$ cat src/rtl/arb_pkg.sv
// Shared types and sizes for the round-robin grant arbiter.
// Imported by the arbiter top and its priority encoder.
package arb_pkg;

    localparam int NREQ = 8;
    localparam int ID_W = 3;

    typedef enum logic {
        ST_IDLE,
        ST_GRANT
    } state_t;

endpackage

$ cat src/rtl/prio_enc8.sv
// Highest-index-first priority encoder over the 8 request lines.
// Gated by en so a disabled arbiter never reports a candidate.
module prio_enc8
    import arb_pkg::*;
(
    input  logic            en,
    input  logic [NREQ-1:0] vec,
    output logic [ID_W-1:0] idx,
    output logic            any
);

    always_comb begin
        idx = '0;
        any = 1'b0;
        if (en) begin
            // Ascending scan: the last set bit seen is the highest.
            for (int i = 0; i < NREQ; i++) begin
                if (vec[i]) begin
                    idx = ID_W'(i);
                    any = 1'b1;
                end
            end
        end
    end

endmodule

$ cat src/rtl/rr_grant_arbiter.sv
// Round-robin arbiter granting one of 8 requesters a shared resource,
// with release on done, request drop, disable or hold limit.
module rr_grant_arbiter
    import arb_pkg::*;
#(
    parameter int MAX_HOLD = 16,
    parameter int CNT_W    = 5
) (
    input  logic            clk,
    input  logic            rst,
    input  logic            en,
    input  logic [NREQ-1:0] req,
    input  logic            done,
    output logic [NREQ-1:0] gnt,
    output logic [ID_W-1:0] gnt_id,
    output logic            gnt_valid,
    output logic            timeout
);

    state_t           state, state_n;
    logic [CNT_W-1:0] hold_cnt, cnt_n;
    logic [ID_W-1:0]  last_id, last_n;
    logic [NREQ-1:0]  gnt_n;
    logic [ID_W-1:0]  id_n;
    logic             valid_n;
    logic             to_n;

    logic [NREQ-1:0]  mask;
    logic [NREQ-1:0]  masked;
    logic [ID_W-1:0]  m_idx, r_idx, win;
    logic             m_any, r_any;
    logic             early_rel;
    logic             at_limit;

    // Requesters below the previous winner get the next turn.
    assign mask   = (NREQ'(1) << last_id) - NREQ'(1);
    assign masked = req & mask;

    prio_enc8 u_enc_masked (
        .en  (en),
        .vec (masked),
        .idx (m_idx),
        .any (m_any)
    );

    prio_enc8 u_enc_raw (
        .en  (en),
        .vec (req),
        .idx (r_idx),
        .any (r_any)
    );

    assign win       = m_any ? m_idx : r_idx;
    assign early_rel = done || !req[gnt_id] || !en;
    assign at_limit  = (hold_cnt == CNT_W'(MAX_HOLD - 1));

    always_comb begin
        state_n = state;
        cnt_n   = hold_cnt;
        last_n  = last_id;
        gnt_n   = gnt;
        id_n    = gnt_id;
        valid_n = gnt_valid;
        to_n    = 1'b0;
        unique case (state)
            ST_IDLE: begin
                if (r_any) begin
                    state_n = ST_GRANT;
                    cnt_n   = '0;
                    last_n  = win;
                    gnt_n   = NREQ'(1) << win;
                    id_n    = win;
                    valid_n = 1'b1;
                end
            end
            ST_GRANT: begin
                cnt_n = hold_cnt + CNT_W'(1);
                if (early_rel || at_limit) begin
                    state_n = ST_IDLE;
                    cnt_n   = '0;
                    gnt_n   = '0;
                    valid_n = 1'b0;
                    to_n    = at_limit && !early_rel;
                end
            end
            default: state_n = ST_IDLE;
        endcase
    end

    always_ff @(posedge clk) begin
        if (rst) begin
            state     <= ST_IDLE;
            hold_cnt  <= '0;
            last_id   <= '0;
            gnt       <= '0;
            gnt_id    <= '0;
            gnt_valid <= 1'b0;
            timeout   <= 1'b0;
        end else begin
            state     <= state_n;
            hold_cnt  <= cnt_n;
            last_id   <= last_n;
            gnt       <= gnt_n;
            gnt_id    <= id_n;
            gnt_valid <= valid_n;
            timeout   <= to_n;
        end
    end

endmodule

$ cat config.mk
export PLATFORM = sky130hd
export DESIGN_NAME = rr_grant_arbiter
export DESIGN_NICKNAME = d
export VERILOG_FILES = /design/src/rtl/arb_pkg.sv /design/src/rtl/prio_enc8.sv /design/src/rtl/rr_grant_arbiter.sv
export SDC_FILE = /design/constraint.sdc
export NUM_CORES = 1
export LEC_CHECK = 0
export BUFFER_PORTS_ARGS = -buffer_cell sky130_fd_sc_hd__buf_2
export CAP_MARGIN = 40
export CORE_UTILIZATION = 48
export DETAILED_ROUTE_END_ITERATION = 6
export MAX_ROUTING_LAYER = met4
export PLACE_DENSITY = 0.72
export SKIP_LAST_GASP = 1
export SLEW_MARGIN = 5
export SYNTH_ARGS = -nofsm -noshare
export SYNTH_HDL_FRONTEND = slang
export SYNTH_SLANG_ARGS = --single-unit
export TNS_END_PERCENT = 5
$ cat constraint.sdc
create_clock -name clk -period 2.6 [get_ports clk]
set_input_delay 0.26 -clock clk [delete_from_list [all_inputs] [get_ports clk]]
set_output_delay 0.26 -clock clk [all_outputs]
set_load 0.03 [all_outputs]
==> impl_results.md <==
* Run status: completed
* Slowest stage delay, CP at 0.50 ns
* Placed insts at roughly 190
* Hold Crit Depth at 3
* Synth top cells by count: 19 x dfxtp_1, 17 x nor2_1, 10 x nand2_1
* Slew Viols, Final at 0
* Clock latency on the worst-skew pair at 0.30 ns
* Slew headroom at 0.718
* Static Leak at slightly above 0.0006 µW
* Post-synth EDFFs at 0
* Clk buf depth at 2
* Top_reg_cell synth: dfxtp_1
* Via-to-Cell Ratio at just over 6
* Family with the most delay on the worst path: simple AND/OR/NAND/NOR gates
* Antenna-violating nets left at 0
* Io pins at 25
* Fin nets at 183
* CP Data Required Time at between 2 and 3 ns
* CTS tree: yes
* Synth top area cells: dfxtp_1 31%, nor2_1 5.2%, o2bb2ai_1 3.6%
* Final Cycle Share at 0.968
* All-Layer GR Usage at 0.230
* Core ar. at about 0.0023 mm²
* Mapped Area at between 0.001 and 0.0015 mm²
* Hold buffer count at cts at 0
* Setup TNS at 0 ns
* Worst-Margin Slew at about 0.42 ns
* Clock slew at reported path FFs at 0.11 ns
* Layout cell share with drive strength beyond 1 at 0.341
* H-tree levels at 1
* Worst Path Buf+Inv at 1
* Critical path class: reg2reg
* Final hold violations at 0
* Antenna diodes at 0
* HPWL Detailed at 2130 µm
* Clk sinks at 19
* RSZ-0062 raised after global routing: false
* Pin count of the biggest net entering global routing at 15
* Worst path most repeated cell: nor3b_2
* Reg2Reg Depth at 9
* Fin cells at around 200
* #FFs+latches synth at 19
* Layout Skew at around 0.0017 ns
* CP max-delay cell: or4_1
* Grt ovf at 0
* Arrival @ worst endpoint at between 2 and 3 ns
* FMAX at roughly 0.40 GHz
* Port Buffers at 24
* FP Rows at 17
* Setup WS post-layout at about 0.083 ns
* Vias at approximately 1200
* Per-instance average area after synthesis at between 8 and 9 µm²
* Register area share after synthesis at 0.312
* CP Depth at 9
* Count leader, synth: dfxtp_1
* Vias in the first global route at about 1000
* Startpoint Class: flop
* Avg WL per Cell at 15.0 µm
* Post-Syn Nets at roughly 150
* Top-area cell type share of the netlist area at 0.312
* Crit path max fanout at 9
* Root Buffer: clkbuf_4
* Die X at ~52 µm
* Hold crit path type: in2reg
* Pre-CTS WS at roughly 0.097 ns
* PD cells at between 600 and 700 mW/mm²
* Initial antenna violation count at 0
* Drt initial violations at 28
* Synth async-reset ratio at 0
* Warnings from Yosys at 0
* Final WL at ~3000 µm
* Worst setup EP type: flop
* Die height at 52.4 µm
* Post-synth cell types at 53
* Max-cap viol count at 0
* Cts bufs inserted at 3
* 1st-pass router iterations at 4
* Area Growth Syn to Fin at 20.7%
* # DRC at 0
* Max VDD drop at approximately 550 µV
* Initial Util at 0.530
* Fill cells at 203
* Post-synth top area cell: dfxtp_1
* Synthesized instance count at about 140
* First-pass GRT wire length at between 4000 and 5000 µm
* Placer Congestion at 0.877
* Die area at about 0.0027 mm²
* Final period demand of the worst path at around 2.5 ns
* Cell Chain, Critical Path: or3_4 > ha_2 > nand2b_1 > a21bo_2 > nor3b_2 > nor3b_2 > buf_4 > or4_1 > o2bb2ai_2
* Final setup viols at 0
* Hold_ws at between 0.2 and 0.3 ns
## area by class of cell
class / instances / area (µm²) / share of cell area
clock buffer: 3 / 22.5 / 0.0153
clock inverter: 1 / 5.00 / 0.00341
inverter: 7 / 26.3 / 0.0179
multi-input combinational: 104 / 808 / 0.550
sequential: 19 / 384 / 0.261
tap: 28 / 35.0 / 0.0239
timing repair buffer: 33 / 188 / 0.128
## cell usage in the layout, fill, tap and decap left out, drive strengths merged, types with 2 or more instances in the layout
cell type	count
clkbuf	3
o22ai	2
mux4	2
a21oi	5
nor3b	4
a22oi	2
mux2i	2
dfxtp	19
nor2	17
ha	3
and3	2
o21ai	2
or4	3
nand3	2
o2bb2ai	6
buf	33
inv	7
nand2b	4
or3	2
nor2b	2
nand2	10
a22o	3
o21bai	2
a311oi	2
a211oi	4
a32o	2
nand3b	2
nor3	4
## routing by layer
layer,track usage,vias to the layer above,share of wire
met5,-,-,0
met4,0.0658,0,0.012
met3,0.0261,4,0.053
met2,0.363,36,0.50
met1,0.308,573,0.44
li1,-,573,-
## flip-flops by register name (all words and copies together), names as in the netlist
signal     flops
hold_cnt       5
timeout        1
state          1
gnt_valid      1
last_id        3
gnt            8
## path summary, 6_finish.rpt
path	from	end	slack (ns)
max	last_id[1]$_SDFFE_PP0P_	gnt[6]$_SDFFE_PP0P_	0.08
min	done	timeout$_SDFF_PP0_	0.26
max reg2reg	last_id[1]$_SDFFE_PP0P_	gnt[6]$_SDFFE_PP0P_	0.08
min reg2reg	gnt[2]$_SDFFE_PP0P_	gnt[2]$_SDFFE_PP0P_	0.47
## logic make-up (layout without fill, tap and decap cells)
| group | Yosys count | count (layout) | synth area share |
|---|---|---|---|
| AND/OR/NAND/NOR | 59 | 59 | 0.286 |
| flip-flops | 19 | 19 | 0.312 |
| adder cells (fa/ha/maj) | 3 | 3 | 0.0308 |
| XOR/XNOR | 1 | 1 | 0.00720 |
| buffers and inverters | 13 | 44 | 0.0504 |
| multiplexers | 4 | 4 | 0.0565 |
| AO/OA/AOI/OAI | 37 | 37 | 0.257 |
## power breakdown
group	switching (µW)	internal (µW)	total, µW
clock	90.4	57.3	148
sequential	15.8	314	330
combinational	257	201	457
## worst register-to-register path, stage by stage (launching register included)
cell and delay, ns:
dfxtp_2 0.35, or3_4 0.37, ha_2 0.31, nand2b_1 0.12, a21bo_2 0.27, nor3b_2 0.19
nor3b_2 0.06, buf_4 0.16, or4_1 0.50, o2bb2ai_2 0.12
## through the flow
stage / total power (µW) / area [µm²] / util
floorplan: 636 / 1220 / -
global placement: 753 / 1410 / 0.613
detailed placement: 758 / 1410 / 0.613
CTS: 907 / 1440 / 0.625
global route: 986 / 1470 / 0.639
finish: 935 / 1470 / 0.639
## timing repair
action	in CTS	in global routing
resized for setup	0	7
endpoints found under the setup margin	0	3
buffers inserted	0	0
No activity file was read; power rests on OpenSTA's default activity.
